File: config.mk
export PLATFORM = sky130hd
export DESIGN_NAME = ethernet_encapsulation
export DESIGN_NICKNAME = d
export VERILOG_FILES = /design/src/rtl/eth_pkg.sv /design/src/rtl/eth_crc32_gen.sv /design/src/rtl/ethernet_encapsulation.sv
export SDC_FILE = /design/constraint.sdc
export NUM_CORES = 1
export LEC_CHECK = 0
export CAP_MARGIN = 20
export CELL_PAD_IN_SITES_DETAIL_PLACEMENT = 1
export CELL_PAD_IN_SITES_GLOBAL_PLACEMENT = 2
export CORE_MARGIN = 1
export CORE_UTILIZATION = 37
export CTS_CLUSTER_SIZE = 16
export DETAILED_ROUTE_END_ITERATION = 6
export GPL_ROUTABILITY_DRIVEN = 0
export PLACE_DENSITY_LB_ADDON = 0.1
export SKIP_LAST_GASP = 1
export SLEW_MARGIN = 20
export SYNTH_ARGS = -nofsm -noshare
export SYNTH_HDL_FRONTEND = slang
export SYNTH_SLANG_ARGS = --single-unit
export TNS_END_PERCENT = 100
File: constraint.sdc
create_clock -name eth_tx_clk -period 8.57 [get_ports eth_tx_clk]
set_clock_uncertainty 0.15 [all_clocks]
set_input_delay 1.714 -clock eth_tx_clk [delete_from_list [all_inputs] [get_ports eth_tx_clk]]
set_output_delay 1.714 -clock eth_tx_clk [all_outputs]
set_load 0.01 [all_outputs]
File: src/rtl/eth_pkg.sv
// Shared constants, TX state encoding and the byte-wise CRC-32 step for the GMII framer/deframer pair.
package eth_pkg;

   localparam logic [7:0]  PREAMBLE_BYTE  = 8'h55;
   localparam logic [7:0]  SFD_BYTE       = 8'hD5;
   localparam logic [10:0] MIN_PAYLOAD    = 11'd46;
   localparam logic [10:0] MAX_PAYLOAD    = 11'd1500;
   localparam logic [10:0] IFG_BYTES      = 11'd12;
   localparam logic [10:0] PREAMBLE_BYTES = 11'd7;
   localparam logic [10:0] MAC_BYTES      = 11'd6;
   localparam logic [10:0] LEN_BYTES      = 11'd2;
   localparam logic [10:0] FCS_BYTES      = 11'd4;
   localparam logic [31:0] CRC_POLY       = 32'hEDB88320;
   localparam logic [31:0] CRC_INIT       = 32'hFFFFFFFF;

   typedef enum logic [3:0] {
      ST_IDLE, ST_PREAMBLE, ST_SFD, ST_DST, ST_SRC,
      ST_LEN, ST_PAYLOAD, ST_PAD, ST_FCS, ST_IFG
   } tx_state_t;

   // Reflected CRC-32, bits consumed LSB first.
   function automatic logic [31:0] crc32_next(input logic [31:0] crc, input logic [7:0] data);
      logic [31:0] c;
      c = crc;
      for (int i = 0; i < 8; i++) begin
         if (c[0] ^ data[i]) c = (c >> 1) ^ CRC_POLY;
         else                c = c >> 1;
      end
      return c;
   endfunction

endpackage

File: src/rtl/eth_crc32_gen.sv
// Running FCS register: cleared by init, advanced one byte per enabled cycle.
module eth_crc32_gen
   import eth_pkg::*;
(
   input  logic        clk,
   input  logic        rst,
   input  logic        init,
   input  logic        en,
   input  logic [7:0]  data,
   output logic [31:0] crc
);

   always_ff @(posedge clk) begin
      if (rst || init) crc <= CRC_INIT;
      else if (en)     crc <= crc32_next(crc, data);
   end

endmodule

File: src/rtl/ethernet_encapsulation.sv
// GMII transmit framer: preamble/SFD, MAC header, length, payload from FIFO, pad, FCS, then IFG.
module ethernet_encapsulation
   import eth_pkg::*;
#(
   parameter logic [47:0] destination_mac_addr = 48'h023528fbdd66,
   parameter logic [47:0] source_mac_addr      = 48'h072227acdb65
)
(
   input  logic        eth_tx_clk,
   input  logic        eth_rst,
   input  logic        pct_qued,
   input  logic [10:0] pct_len,
   input  logic [7:0]  ff_out_data_in,
   output logic        bf_in_r_en,
   output logic        bf_in_pct_txed,
   output logic        len_err,
   output logic        tx_busy,
   output logic [7:0]  gmii_tx_d,
   output logic        gmii_tx_en,
   output logic        gmii_tx_er
);

   tx_state_t   state, nxt_state;
   logic [10:0] cnt, nxt_cnt, len_q, pad_len;
   logic        decide, start_ok, lerr_nxt;
   logic [7:0]  d_nxt;
   logic        en_nxt, ren_nxt, txed_nxt, crc_init, crc_en;
   logic [31:0] crc, fcs;

   function automatic logic [7:0] mac_byte(input logic [47:0] mac, input logic [2:0] idx);
      case (idx)
         3'd0:    return mac[47:40];
         3'd1:    return mac[39:32];
         3'd2:    return mac[31:24];
         3'd3:    return mac[23:16];
         3'd4:    return mac[15:8];
         3'd5:    return mac[7:0];
         default: return 8'h00;
      endcase
   endfunction

   function automatic logic [7:0] fcs_byte(input logic [31:0] f, input logic [1:0] idx);
      case (idx)
         2'd0:    return f[7:0];
         2'd1:    return f[15:8];
         2'd2:    return f[23:16];
         default: return f[31:24];
      endcase
   endfunction

   assign pad_len = (len_q < MIN_PAYLOAD) ? (MIN_PAYLOAD - len_q) : 11'd0;
   assign fcs     = ~crc;

   // state/cnt name the byte currently on the wire; the last IFG byte doubles as an IDLE decision
   always_comb begin
      nxt_state = state;
      nxt_cnt   = cnt + 11'd1;
      lerr_nxt  = 1'b0;
      start_ok  = (pct_len != 11'd0) && (pct_len <= MAX_PAYLOAD);
      decide    = (state == ST_IDLE) || ((state == ST_IFG) && (cnt == IFG_BYTES - 11'd1));
      case (state)
         ST_PREAMBLE: if (cnt == PREAMBLE_BYTES - 11'd1) nxt_state = ST_SFD;
         ST_SFD:      nxt_state = ST_DST;
         ST_DST:      if (cnt == MAC_BYTES - 11'd1) nxt_state = ST_SRC;
         ST_SRC:      if (cnt == MAC_BYTES - 11'd1) nxt_state = ST_LEN;
         ST_LEN:      if (cnt == LEN_BYTES - 11'd1) nxt_state = ST_PAYLOAD;
         ST_PAYLOAD:  if (cnt == len_q - 11'd1)
                         nxt_state = (len_q < MIN_PAYLOAD) ? ST_PAD : ST_FCS;
         ST_PAD:      if (cnt == pad_len - 11'd1) nxt_state = ST_FCS;
         ST_FCS:      if (cnt == FCS_BYTES - 11'd1) nxt_state = ST_IFG;
         ST_IFG:      if (cnt == IFG_BYTES - 11'd1) nxt_state = ST_IDLE;
         default:     nxt_state = ST_IDLE;
      endcase
      if (decide && pct_qued) begin
         if (start_ok) nxt_state = ST_PREAMBLE;
         else          lerr_nxt  = 1'b1;
      end
      if ((nxt_state != state) || (nxt_state == ST_IDLE)) nxt_cnt = 11'd0;
   end

   // Outputs are precomputed for the next wire byte, so the FIFO byte presented during a
   // strobe cycle lands on gmii_tx_d in the following cycle.
   always_comb begin
      d_nxt    = 8'h00;
      en_nxt   = 1'b1;
      ren_nxt  = 1'b0;
      txed_nxt = 1'b0;
      crc_init = 1'b0;
      crc_en   = 1'b0;
      case (nxt_state)
         ST_PREAMBLE: begin d_nxt = PREAMBLE_BYTE; crc_init = 1'b1; end
         ST_SFD:      d_nxt = SFD_BYTE;
         ST_DST:      begin d_nxt = mac_byte(destination_mac_addr, nxt_cnt[2:0]); crc_en = 1'b1; end
         ST_SRC:      begin d_nxt = mac_byte(source_mac_addr, nxt_cnt[2:0]); crc_en = 1'b1; end
         ST_LEN: begin
            d_nxt   = (nxt_cnt == 11'd0) ? {5'b0, len_q[10:8]} : len_q[7:0];
            crc_en  = 1'b1;
            ren_nxt = (nxt_cnt == 11'd1);
         end
         ST_PAYLOAD: begin
            d_nxt   = ff_out_data_in;
            crc_en  = 1'b1;
            ren_nxt = (nxt_cnt < len_q - 11'd1);
         end
         ST_PAD:      crc_en = 1'b1;
         ST_FCS: begin
            d_nxt    = fcs_byte(fcs, nxt_cnt[1:0]);
            txed_nxt = (nxt_cnt == FCS_BYTES - 11'd1);
         end
         default:     en_nxt = 1'b0;
      endcase
   end

   always_ff @(posedge eth_tx_clk) begin
      if (eth_rst) begin
         state          <= ST_IDLE;
         cnt            <= 11'd0;
         len_q          <= 11'd0;
         gmii_tx_d      <= 8'h00;
         gmii_tx_en     <= 1'b0;
         gmii_tx_er     <= 1'b0;
         bf_in_r_en     <= 1'b0;
         bf_in_pct_txed <= 1'b0;
         len_err        <= 1'b0;
         tx_busy        <= 1'b0;
      end else begin
         state          <= nxt_state;
         cnt            <= nxt_cnt;
         if (decide && pct_qued && start_ok) len_q <= pct_len;
         gmii_tx_d      <= d_nxt;
         gmii_tx_en     <= en_nxt;
         gmii_tx_er     <= 1'b0;
         bf_in_r_en     <= ren_nxt;
         bf_in_pct_txed <= txed_nxt;
         len_err        <= lerr_nxt;
         tx_busy        <= (nxt_state != ST_IDLE);
      end
   end

   eth_crc32_gen u_crc (
      .clk  (eth_tx_clk),
      .rst  (eth_rst),
      .init (crc_init),
      .en   (crc_en),
      .data (d_nxt),
      .crc  (crc)
   );

endmodule
==> results by group <==
Placement
  • Hpwl dp: 16,500 um
  • Cells after DPL: a little under 1,000
  • IO buf count: 34

Detailed routing
  • Starting DRT DRC Count: ~350
  • First-pass DRT Iterations: 4
  • DRT antenna net count: 0
  • Vias/cell: 5.99
  • Wire per inst: between 20 and 25 um
  • DR vias: 5,874
  • DR DRC count: 0
  • Routed WL: approximately 22,000 um

STA
  • Slew @ Worst Pin: slightly above 1000 ps
  • Final Cycle Share: 86.8%
  • Max Slew Vio Count: 0
  • Final setup fails: 0
  • Slew headroom: roughly 32%
  • Fin crit period: 7440 ps
  • Final Hold Vio Count: 0
  • RSZ-0062 raised after global routing: false
  • Setup TNS: 0 ps
  • Max Clk Rate: 134 MHz

Pwr
  • Cell internal pwr: ~0.72 mW
  • Peak supply drop: between 90 and 100 uV
  • Share of power burned in registers: 32.6%
  • Clock share of power: 35.6%
  • Logic pwr share: approximately a third
  • Pwr dens: 159 nW/um2
  • Sw Share: 33.8%
  • Net Sw Power: 0.368 mW
  • Leak: 2.60 nW

Synthesis
  • Top cells by area, synth: dfxtp_1 23%, xnor2_1 7.8%, nor2_1 5.0%
  • Compound-Gate Fraction of Synth Area: 20.8%
  • Largest area contributor in the netlist: dfxtp_1
  • Ys Warns: 0
  • Synth cell count leaders: 81 x nor2_1, 71 x dfxtp_1, 65 x nand2_1, 54 x xnor2_1, 43 x clkbuf_1
  • Synthesized area: a little over 6000 um2
  • Syn nets: 796
  • Register area share after synthesis: between 20% and 30%
  • Seq cells post-synth: 71
  • Post-synth ARST share: 0%
  • Post-synthesis adder-cell area fraction: 3.66%
  • Xor and xnor area share after synthesis: 17.1%
  • Mapped Cells: 757
  • Mux share of post-synthesis cell area: 2.98%
  • Yosys top cell area share: 23.4%
  • Mean post-synth cell area: 8.04 um2
  • Simple-gate portion of the synthesized area: 27.5%
  • Post-synth EDFFs: 0
  • Top FF cell, synth: dfxtp_1
  • Largest family of logic cells by synthesized area: simple AND/OR/NAND/NOR gates
  • Netlist cell types: 84
  • Most common cell in the synthesized netlist: nor2_1

Global routing
  • First-pass GRT wire length: 34,000 um
  • Largest net degree at the start of global routing: 44
  • Vias in the first global route: 5,999
  • Gr usage total: 26.9%
  • GR Overflow Total: 0
  • Initial antenna violation count: 0

CTS
  • CTS sink cnt: 71
  • CTS tree: built
  • # hold bufs at CTS: 0
  • Clk_lat worst skew: ~350 ps
  • CTS root buffer: clkbuf_16
  • H-Tree Depth: 3
  • Max Root-Sink Buffers: 2
  • Setup Fix Bufs, Post-CTS: 0
  • Post_cts resized: 0
  • Clk pin slew, worst setup/hold paths: 60 ps
  • CTS buffer count: 9

Worst setup path
  • Worst path bufs/invs: 1
  • Crit Path Class: flop to flop
  • Reg-to-reg setup timing slack: 1130 ps
  • Worst Path Max Fanout: 19
  • Critical Path Max Stage Delay: 660 ps
  • Reg2Reg Depth: 19
  • RR Endpoint: u_crc.crc[24]
  • Crit path from: len_q[0]
  • CP required: 8650 ps
  • Top delay family on crit path: simple AND/OR/NAND/NOR gates
  • Element type at the critical path end: flop
  • End of the critical path: u_crc.crc[24]
  • Critical-path top delay cell: a22oi_1
  • CP Cell Sequence: inv_1 -> ha_1 -> a22oi_1 -> nand2_1 -> or2_2 -> ha_1 -> and4b_1 -> or2_2 -> o211ai_1 -> xnor2_1 -> or4_4 -> and3_1 -> nand3b_1 -> or3_1 -> a31oi_2 -> xnor3_1 -> xnor2_1 -> or4_1 -> o311a_1
  • Worst EP arrival: 7520 ps
  • Stages on the worst setup path: 19
  • R2R Path Start: len_q[0]
  • Startpoint Class: flop

Run status
  • Status: complete, no violations

Die
  • Initial Util: a little under two fifths
  • DIE AREA: 17,000 um2
  • Die height: 130 um
  • IO Count: 36
  • Die Wd: around 130 um
  • # rows: 46
  • Core region area: 16,000 um2

Min path
  • Hold wc startpoint: u_crc.crc[11]
  • Hold Crit Class: flop to flop

Job
  • Maximum Capacitance Violations: 0

Final layout
  • Syn-to-layout area delta: 12.5%
  • NumNets Final: 798
  • Final Non-Filler Cells: 980
  • Fillcell total: between 1,500 and 2,000
  • Number of diodes: 0
  • Share of post-route cells with drive strength above 1: 7.98%
-- worst reg2reg max path, stage by stage, from the launching register on --
cell	delay, ps
dfxtp_1	650
inv_1	220
ha_1	280
a22oi_1	660
nand2_1	160
or2_2	310
ha_1	250
and4b_1	250
or2_2	280
o211ai_1	220
xnor2_1	220
or4_4	220
and3_1	650
nand3b_1	530
or3_1	510
a31oi_2	500
xnor3_1	510
xnor2_1	170
or4_1	440
o311a_1	130
-- final cells by class --
class / instances / area (um2) / share of cell area, %
Clock inverter: 6 / 60.1 / 0.877
Sequential cell: 71 / 1420 / 20.8
Timing Repair Buffer: 44 / 415 / 6.07
Inverter: 13 / 48.8 / 0.712
Tap cell: 216 / 270 / 3.95
Multi-Input combinational cell: 620 / 4390 / 64.2
Clock buffer: 10 / 239 / 3.49
-- power by group through the flow --
stage | Combinational [mW] | Clock [mW] | Sequential (mW)
2_1_floorplan | 0.260 | 0 | 0.351
3_3_place_gp | 0.338 | 0 | 0.361
3_5_place_dp | 0.345 | 0 | 0.361
4_1_cts | 0.347 | 0.393 | 0.354
5_1_grt | 0.373 | 0.408 | 0.356
6_report | 0.346 | 0.387 | 0.354
-- worst min-delay path by stage --
stage,endpoint,cells past startpoint,slack (ps)
2_1_floorplan,u_crc.crc[29],2,330
3_3_place_gp,u_crc.crc[11],2,350
3_5_place_dp,u_crc.crc[11],2,360
4_1_cts,u_crc.crc[11],2,370
5_1_grt,u_crc.crc[27],2,400
6_report,u_crc.crc[11],2,370
-- flip-flops by register name, indices dropped and copies added, names as in the netlist --
register        cells
gmii_tx_en          1
bf_in_pct_txed      1
bf_in_r_en          1
state               4
u_crc.crc          32
len_q              11
tx_busy             1
len_err             1
gmii_tx_d           8
cnt                11
-- metal layers --
layer	global-route usage, %	vias up	wire, um
met5	0	-	0
met4	12.7	0	796
li1	-	2761	-
met3	2.91	51	632
met1	31.5	2927	9290
met2	48.8	135	11100
-- stage by stage --
step | util, % | power [mW] | hold slack [ps] | setup slack (ps) | instance area, um2
after floorplan | - | 0.611 | 333 | 2560 | 6090
after global placement | 40.9 | 0.698 | 355 | 1580 | 6550
after detailed placement | 40.9 | 0.706 | 364 | 1280 | 6550
after CTS | 42.8 | 1.09 | 373 | 1240 | 6850
after global routing | 42.8 | 1.14 | 403 | 669 | 6850
final | 42.8 | 1.09 | 369 | 1130 | 6850
-- kinds of logic (layout without fill, tap and decap cells) --
kind of cell	Yosys count	in the layout
and+or+nand+nor	314	314
AOI/OAI and AO/OA	173	173
xor gates and xnor gates	96	96
DFF	71	71
buffers and inverters	66	73
adders and majority gates	18	18
muxes	18	18
other	1	1
-- cell usage in the layout, fill, tap and decap left out, types with 18 or more instances in the layout --
master	count
xor2_1	26
o21ai_0	26
nand3_1	18
a21oi_1	39
xnor2_1	54
clkdlybuf4s50_1	34
nand2_1	65
nor2_1	81
dfxtp_1	71
nor3_1	29
No activity file was read; power rests on OpenSTA's default activity.
